$ cat src/rtl/regfile_writeback.sv
// regfile_writeback
//   Writeback stage driving the register-file write port. Retiring
//   instructions arrive from the memory stage. The stage selects the write data
//   (PC+4, ALU result or load data), stalls for variable-latency loads, steers
//   faulting instructions to the XP register and drops writes to R31.
//
// Ports
//   clk, rst_n        clock, asynchronous active-low reset
//   in_*              memory-stage handshake and instruction fields
//   mem_rvalid/rdata  load data return
//   wb_*              registered register-file write side
//   load_pending/rc   hazard information for decode
//   err_timeout       one-cycle pulse when a load times out
//   retired_count     wrapping count of retired instructions
module regfile_writeback #(
   parameter int XP_REG      = 30,
   parameter int MEM_TIMEOUT = 16,
   parameter int CNT_W       = 32
) (
   input  logic             clk,
   input  logic             rst_n,
   input  logic             in_valid,
   output logic             in_ready,
   input  logic [31:0]      in_pc_plus4,
   input  logic [31:0]      in_alu,
   input  logic [4:0]       in_rc,
   input  logic             in_werf,
   input  logic [1:0]       in_wdsel,
   input  logic             in_exc,
   input  logic             mem_rvalid,
   input  logic [31:0]      mem_rdata,
   output logic [4:0]       wb_rc,
   output logic             wb_werf,
   output logic [31:0]      wb_wd,
   output logic [4:0]       wb_xpreg,
   output logic             wb_wasel,
   output logic             load_pending,
   output logic [4:0]       load_rc,
   output logic             err_timeout,
   output logic [CNT_W-1:0] retired_count
);

   localparam int TW = (MEM_TIMEOUT > 2) ? $clog2(MEM_TIMEOUT) : 1;
   localparam logic [TW-1:0] TMO_LAST = TW'(MEM_TIMEOUT - 1);

   typedef enum logic {IDLE, WAIT_MEM} state_t;

   typedef struct packed {
      logic        werf;
      logic        wasel;
      logic [4:0]  rc;
      logic [31:0] wd;
   } wb_t;

   state_t      state_q, state_d;
   wb_t         wb_q, wb_d;
   logic        pend_q, pend_d;
   logic [4:0]  lrc_q, lrc_d;
   logic [31:0] pc_q, pc_d;
   logic [TW-1:0] cnt_q, cnt_d;
   logic        tmo_q, tmo_d;
   logic        retire;
   logic [CNT_W-1:0] rcnt_q;
   logic        accept;

   // Held low during reset so nothing is accepted before the stage is up.
   assign in_ready = rst_n & (state_q == IDLE);
   assign accept   = in_valid & in_ready;

   always_ff @(posedge clk or negedge rst_n) begin
      if (!rst_n) state_q <= IDLE;
      else        state_q <= state_d;
   end

   always_comb begin
      state_d = state_q;
      wb_d    = wb_q;
      wb_d.werf = 1'b0;
      pend_d  = pend_q;
      lrc_d   = lrc_q;
      pc_d    = pc_q;
      cnt_d   = cnt_q;
      tmo_d   = 1'b0;
      retire  = 1'b0;
      case (state_q)
         IDLE: begin
            if (accept) begin
               if (in_exc) begin
                  // Fault wins over everything: PC+4 goes to XP, no memory wait.
                  wb_d   = '{werf: 1'b1, wasel: 1'b1, rc: in_rc, wd: in_pc_plus4};
                  retire = 1'b1;
               end else if (in_wdsel == 2'd2 && in_werf) begin
                  state_d = WAIT_MEM;
                  pend_d  = 1'b1;
                  lrc_d   = in_rc;
                  pc_d    = in_pc_plus4;
                  cnt_d   = '0;
               end else begin
                  // wdsel 3 behaves as ALU. A non-writing load lands here too.
                  wb_d.werf  = in_werf & (in_rc != 5'd31);
                  wb_d.wasel = 1'b0;
                  wb_d.rc    = in_rc;
                  wb_d.wd    = (in_wdsel == 2'd0) ? in_pc_plus4 : in_alu;
                  retire     = 1'b1;
               end
            end
         end
         WAIT_MEM: begin
            if (mem_rvalid) begin
               // Data beats a simultaneous timeout.
               wb_d    = '{werf: (lrc_q != 5'd31), wasel: 1'b0, rc: lrc_q, wd: mem_rdata};
               pend_d  = 1'b0;
               state_d = IDLE;
               retire  = 1'b1;
            end else if (cnt_q == TMO_LAST) begin
               wb_d    = '{werf: 1'b1, wasel: 1'b1, rc: lrc_q, wd: pc_q};
               tmo_d   = 1'b1;
               pend_d  = 1'b0;
               state_d = IDLE;
               retire  = 1'b1;
            end else begin
               cnt_d = cnt_q + 1'b1;
            end
         end
         default: state_d = IDLE;
      endcase
   end

   always_ff @(posedge clk or negedge rst_n) begin
      if (!rst_n) begin
         wb_q   <= '0;
         pend_q <= 1'b0;
         lrc_q  <= '0;
         pc_q   <= '0;
         cnt_q  <= '0;
         tmo_q  <= 1'b0;
         rcnt_q <= '0;
      end else begin
         wb_q   <= wb_d;
         pend_q <= pend_d;
         lrc_q  <= lrc_d;
         pc_q   <= pc_d;
         cnt_q  <= cnt_d;
         tmo_q  <= tmo_d;
         if (retire) rcnt_q <= rcnt_q + 1'b1;
      end
   end

   assign wb_werf       = wb_q.werf;
   assign wb_wasel      = wb_q.wasel;
   assign wb_rc         = wb_q.rc;
   assign wb_wd         = wb_q.wd;
   assign wb_xpreg      = 5'(XP_REG);
   assign load_pending  = pend_q;
   assign load_rc       = lrc_q;
   assign err_timeout   = tmo_q;
   assign retired_count = rcnt_q;

endmodule

$ cat config.mk
export PLATFORM = sky130hd
export DESIGN_NAME = regfile_writeback
export DESIGN_NICKNAME = d
export VERILOG_FILES = /design/src/rtl/regfile_writeback.sv
export SDC_FILE = /design/constraint.sdc
export NUM_CORES = 1
export LEC_CHECK = 0
export ABC_AREA = 1
export ABC_CLOCK_PERIOD_IN_PS = 3700
export CAP_MARGIN = 40
export CORE_ASPECT_RATIO = 1.2
export CORE_UTILIZATION = 50
export DETAILED_ROUTE_END_ITERATION = 10
export DONT_BUFFER_PORTS = 1
export PLACE_DENSITY_LB_ADDON = 0.05
export SETUP_SLACK_MARGIN = 0.15
export SLEW_MARGIN = 25
export SYNTH_ARGS = -nofsm -noshare
export SYNTH_HDL_FRONTEND = slang
export SYNTH_SLANG_ARGS = --single-unit
$ cat constraint.sdc
create_clock -name clk -period 3.7 [get_ports clk]
set_input_delay 1.11 -clock clk [delete_from_list [all_inputs] [get_ports clk]]
set_output_delay 1.11 -clock clk [all_outputs]
set_load 0.01 [all_outputs]
After elaboration in Yosys (flattened, before gate mapping)
Index checks and enable logic that the tools add are counted.

Word-level logic and storage cells: 68. Bits in registers: 115. Output and inout port bits: 84.

Reduce and logical (&&, ||, !) cells: 6. Add/subtract/negate cells: 2. Bitwise gates (word level): 5. Eq/ne operators: 11. Muxes and demuxes: 33.

Operators by type and width (count): $mux 39 (5); $pmux 39 s2 (1); $add 32x1->32 const B (1); $mux 32 (1); $mux 4 (5); $mux 1 (17); $ne 5x5->1 const B (2); $ne 2x2->1 const B (4); $pmux 4 s2 (1); $reduce_and 4->1 (2); $pmux 1 s2 (3); $reduce_and 5->1 (1); $add 4x1->4 const B (1); $eq 4x4->1 const B (1); $and 1x1->1 (3); $ne 3x2->1 const B (1); $ne 3x3->1 const B (1); $reduce_and 3->1 (1); $eq 2x2->1 const B (1); $logic_not 2->1 (1); $ne 2x1->1 const B (1); $not 1->1 (2); $logic_and 1x1->1 (1).

Logic depth before layout (Yosys ltp)
Gate-level depths: netlist of run 1.

Depth after elaboration: 6. Depth in mapped cells: 10.

Worst setup path before layout of run 1
No wires, ideal clock.

Path kind: input to output. Start: input port rst_n. End: output port in_ready. Stages on the path: 2. Arrival time: 1224 ps. Required time: 2590 ps. Slack: 1366 ps. Cell sequence: nand2_1 > inv_1.

Longest elaborated chain between the ends: 1.

Ends and longest elaborated chain: start: declaration (RTL line 21) `input logic rst_n,`; $and 1x1->1 (RTL line 67) `assign in_ready = rst_n & (state_q == IDLE);`; end: declaration (RTL line 23) `output logic in_ready,`.

No other way between the ends.

Worst setup path after layout of run 1
Same ends and word-level chain as after synthesis.

==> results.sh, run 1 <==
export IMPL_hpwlAfterDp_um=11200
export IMPL_p_total_mw=3.68
export IMPL_period_share=0.642
export IMPL_max_stage_delay_ns=0.09
export IMPL_r2r_start="state_q$_DFF_PN0_"
export IMPL_setup_tns_final_ns=0
export IMPL_path_cells="nand2_1 -> inv_1"
export IMPL_area_growth_pct=9.92
export IMPL_cts_root_buf="clkbuf_16"
export IMPL_r2r_cells=6
export IMPL_tightest_slew_ns=0.618
export IMPL_gr_total_overflow=0
export IMPL_drt_wirelength_per_cell_um=16.6
export IMPL_track_usage=0.256
export IMPL_regToRegSetupSlack_ns=1.63
export IMPL_ir_drop_mv=0.302
export IMPL_end_kind="primary output"
export IMPL_globalplace_congestion=0.869
export IMPL_criticalPathCategory="primary input to primary output"
export IMPL_initial_utilization=0.516
export IMPL_cp_top_family="buffers and inverters"
export IMPL_fmax_mhz=421
export IMPL_avgSynthCellArea_um2=7.78
export IMPL_fp_row_count=44
export IMPL_critPathBufInv=1
export IMPL_synthDistinctLibCells=32
export IMPL_setup_viol=0
export IMPL_dp_cells=940
export IMPL_drt_iter0_drc=274
export IMPL_cts_buffer_depth=2
export IMPL_port_buffer_count=0
export IMPL_rr_endpoint="pc_q[22]$_DFFE_PN0P_"
export IMPL_cts_htree_levels=4
export IMPL_fin_crit_ns=2.38
export IMPL_p_leak_nw=3.34
export IMPL_final_common_cell="nand2_1"
export IMPL_fin_nets=909
export IMPL_grt_pass1_wl_um=26200
export IMPL_cts_tree="done"
export IMPL_final_cell_mix="nand2_1, nor2_1, dfrtp_1, nand3_1, inv_1"
export IMPL_vias=5257
export IMPL_dieWidth_um=104
export IMPL_drive_above_1_share=0.0912
export IMPL_dieArea_um2=13000
export IMPL_slew_viol_final=0
export IMPL_dr_pass1_iters=5
export IMPL_critical_path_arrival_ns=1.27
export IMPL_hold_class="primary input to asynchronous set/reset pin"
export IMPL_antenna_found_initial=0
export IMPL_synth_edf_count=0
export IMPL_max_cap_violations=0
export IMPL_netlist_instances=807
export IMPL_cts_hold_fix_buffers=0
export IMPL_synth_seq_cells=115
export IMPL_synthArstFlopShare=1.00
export IMPL_yosysWarnings=0
export IMPL_status="complete, no violations"
export IMPL_path_clk_slew_ns=0.05
export IMPL_critical_path_max_fanout=117
export IMPL_fin_cells=972
export IMPL_grt_pass1_vias=5308
export IMPL_synth_main_ff_cell="dfrtp_1"
export IMPL_power_density_nw_per_um2=533
export IMPL_hold_viol_final=0
export IMPL_clock_latency_ns=0.41
export IMPL_cts_setup_buffers=0
export IMPL_numCtsBuffers=17
export IMPL_post_route_util=0.568
export IMPL_cts_sinks=115
export IMPL_route_met2_wl_um=8140
export IMPL_synth_area_um2=6280
export IMPL_io_pins=193
export IMPL_via_per_inst=5.41
export IMPL_drt_total_wl_um=16200
export IMPL_ant_nets=0
export IMPL_drc=0
export IMPL_dr_max_layer_used="met4"
export IMPL_cp_depth=2
export IMPL_required_ns=2.59
export IMPL_ctsResizeCount=0
export IMPL_dr_wl_met3_um=1180
export IMPL_cpMaxStageDelayCell="inv_1"
export IMPL_fin_skew_ns=0.00966
export IMPL_rsz0062_at_grt="false"
export IMPL_grt_max_degree=118
export IMPL_wl_met1_um=6450
export IMPL_core_area_um2=12200
export IMPL_synth_seq_area_share=0.458
export IMPL_slew_headroom=0.586
export IMPL_insertedDiodeCount=0
export IMPL_worstSetupStartpointType="primary input"
export IMPL_die_h_um=125
==> cells by family after synthesis <==
group,share of synthesized area
other,0.00120
AND/OR/NAND/NOR,0.368
AO/OA/AOI/OAI,0.0303
flip-flops,0.458
buffers and inverters,0.0701
XOR/XNOR,0.0195
adder cells (fa/ha/maj),0.00398
multiplexers,0.0484
==> power by group <==
part	switching, mW	leakage [nW]	internal (mW)
Sequential	0.214	1.46	1.45
Clock	0.562	0.303	1.13
Combinational	0.193	1.58	0.139
Total	0.968	3.34	2.71
==> final cells by class <==
type                            count  area (um^2)
Fill cell                        1120         5260
Inverter                           49          191
Timing Repair Buffer                6         45.0
Clock buffer                       23          488
Tap cell                          161          201
Multi-Input combinational cell    609         2980
Clock inverter                      9          126
Sequential cell                   115         2880
==> registers in the layout, summed over array words and instances (netlist names) <==
signal	cells
pc_q	32
retired_count	32
wb_wd	32
load_rc	5
wb_rc	5
cnt_q	4
err_timeout	1
load_pending	1
state_q	1
wb_wasel	1
wb_werf	1
==> routing by layer <==
| metal | vias to the layer above | GRT usage |
|---|---|---|
| met3 | 26 | 0.0790 |
| met2 | 191 | 0.451 |
| met4 | 0 | 0.106 |
| met1 | 2503 | 0.282 |
| met5 | - | 0 |
| li1 | 2537 | - |
==> synth_stat cells, types with 2 or more instances <==
cell type,n,area [um^2]
nand2_1,261,980
nor2_1,153,574
dfrtp_1,115,2880
nand3_1,55,275
inv_1,45,169
mux2_1,27,304
nor3_2,24,240
o21ai_0,18,90.1
nand4_1,11,68.8
buf_2,10,50.1
buf_4,10,75.1
a21oi_1,9,45.0
clkbuf_1,9,33.8
nor3_1,9,45.0
buf_6,8,90.1
xnor2_1,8,70.1
xor2_1,6,52.6
nand2_2,4,25.0
inv_2,3,11.3
nand3b_1,3,22.5
o211ai_1,3,22.5
conb_1,2,7.51
ha_1,2,25.0
nand3_4,2,35.0
nor2_4,2,22.5
o221ai_1,2,17.5
==> worst max path at each step <==
stage / startpoint / to
floorplan: rst_n / in_ready
global placement: in_werf / pc_q[30]$_DFFE_PN0P_
detailed placement: in_werf / pc_q[26]$_DFFE_PN0P_
CTS: rst_n / in_ready
global route: rst_n / in_ready
finish: rst_n / in_ready
==> stage by stage <==
| step | area [um^2] | hold slack [ns] | setup WS (ns) |
|---|---|---|---|
| 4_1_cts | 6910 | 0.383 | 1.33 |
| 5_1_grt | 6910 | 0.377 | 1.30 |
| 3_5_place_dp | 6290 | 0.481 | 1.01 |
| 2_1_floorplan | 6290 | 0.465 | 1.37 |
| 3_3_place_gp | 6290 | 0.474 | 1.05 |
| 6_report | 6910 | 0.398 | 1.32 |
Note: power is estimated with default switching activity, not from simulation.
==> run 2, diff against run 1 <==
Settings changed: ABC_CLOCK_PERIOD_IN_PS 3700 to 2300.
Clock period 3.7 ns to 2.3 ns, I/O delays scaled along.
==> results.sh, run 2 (synthesis gave the netlist of run 1 again) <==
export IMPL_globalplace_congestion=0.897
export IMPL_dieWidth_um=104
export IMPL_via_per_inst=5.37
export IMPL_clock_latency_ns=0.41
export IMPL_io_pins=193
export IMPL_dieArea_um2=13000
export IMPL_initial_utilization=0.516
export IMPL_worstSetupStartpointType="register"
export IMPL_place_area_um2=6330
export IMPL_insertedDiodeCount=0
export IMPL_antenna_found_initial=0
export IMPL_fin_crit_ns=1.88
export IMPL_cts_tree="done"
export IMPL_cts_sinks=115
export IMPL_final_common_cell="nand2_1"
export IMPL_ir_drop_mv=0.453
export IMPL_required_ns=1.61
export IMPL_port_buffer_count=0
export IMPL_area_growth_pct=9.98
export IMPL_power_density_nw_per_um2=840
export IMPL_p_total_mw=5.80
export IMPL_cts_setup_buffers=0
export IMPL_tightest_slew_ns=0.536
export IMPL_setup_viol=0
export IMPL_track_usage=0.266
export IMPL_core_area_um2=12200
export IMPL_grt_max_degree=118
export IMPL_p_leak_nw=3.34
export IMPL_cts_htree_levels=4
export IMPL_numCtsBuffers=17
export IMPL_fin_nets=913
export IMPL_grt_pass1_vias=5278
export IMPL_fin_cells=974
export IMPL_ant_nets=0
export IMPL_setup_tns_final_ns=0
export IMPL_drt_iter0_drc=289
export IMPL_critical_path_max_fanout=6
export IMPL_dr_pass1_iters=5
export IMPL_hold_viol_final=18
export IMPL_max_cap_violations=0
export IMPL_die_h_um=125
export IMPL_rsz0062_at_grt="false"
export IMPL_dpl_worst_slack_ns=0.331
export IMPL_status="complete, but fails checks"
export IMPL_gr_total_overflow=0
export IMPL_period_share=0.816
export IMPL_grt_pass1_wl_um=27100
export IMPL_drt_total_wl_um=16400
export IMPL_fmax_mhz=533
export IMPL_criticalPathCategory="register to primary output"
export IMPL_critical_path_arrival_ns=1.19
export IMPL_fin_area_um2=6910
export IMPL_multiInputGateArea_um2=2980
export IMPL_fin_skew_ns=0.00917
export IMPL_post_route_util=0.568
export IMPL_fp_row_count=44
export IMPL_end_kind="primary output"
export IMPL_cts_buffer_depth=2
export IMPL_final_cell_mix="nand2_1, nor2_1, dfrtp_1, nand3_1, inv_1"
export IMPL_violations="negative hold slack"
export IMPL_slew_viol_final=0
export IMPL_drive_above_1_share=0.0910
export IMPL_drc=0
export IMPL_path_clk_slew_ns=0.05
export IMPL_seqCellArea_um2=2880
export IMPL_drt_wirelength_per_cell_um=16.9
export IMPL_nFillCells=1124
export IMPL_hold_class="primary input to asynchronous set/reset pin"
export IMPL_vias=5232
export IMPL_cts_root_buf="clkbuf_16"
export IMPL_timing_final_ws_setup_ns=0.424
export IMPL_holdWs_ns=-0.0260
export IMPL_dp_cells=944
export IMPL_slew_headroom=0.642
export IMPL_hpwlAfterDp_um=11500
==> run 2: worst paths after layout <==
path / from / endpoint / slack, ns / cells after the start
max: state_q$_DFF_PN0_ / in_ready / 0.42 / 3
min: rst_n / retired_count[4]$_DFFE_PN0P_ / -0.03 / 0
max reg2reg: retired_count[0]$_DFFE_PN0P_ / retired_count[20]$_DFFE_PN0P_ / 0.49 / 8
min reg2reg: pc_q[14]$_DFFE_PN0P_ / pc_q[14]$_DFFE_PN0P_ / 0.49 / 1
max in group asynchronous: rst_n / load_pending$_DFFE_PN0P_ / 2.02 / 0
min in group clk: in_pc_plus4[27] / pc_q[27]$_DFFE_PN0P_ / 0.41 / 1
==> run 2: what timing repair did <==
action | CTS | global route
endpoints found under the setup margin | 0 | 1
endpoints found under the hold margin | 115 | 115
gates resized for setup | 0 | 1
==> run 2: per-layer routing <==
layer | GRT usage | up-vias | wire length [um]
met4 | 0.107 | 0 | 486
met5 | 0 | - | 0
met1 | 0.293 | 2452 | 6340
li1 | - | 2538 | -
met2 | 0.470 | 205 | 8310
met3 | 0.0863 | 37 | 1300
==> run 2: report_power, final <==
| group | internal, mW | switching [mW] |
|---|---|---|
| registers | 2.33 | 0.347 |
| logic | 0.231 | 0.310 |
| clock network | 1.69 | 0.895 |
==> run 2: cell type report <==
cell class,instances,share of cell area
multi-input cells,609,0.431
flip-flops and latches,115,0.417
clock buffers,25,0.0717
well taps,161,0.0292
inverters,49,0.0277
repair buffers,10,0.0127
clock inverters,5,0.0109
==> run 2: worst max-delay path, cell delays in order (launching register included) <==
cell,delay (ns)
dfrtp_1,0.49
inv_8,0.12
nand2_1,0.05
inv_1,0.11
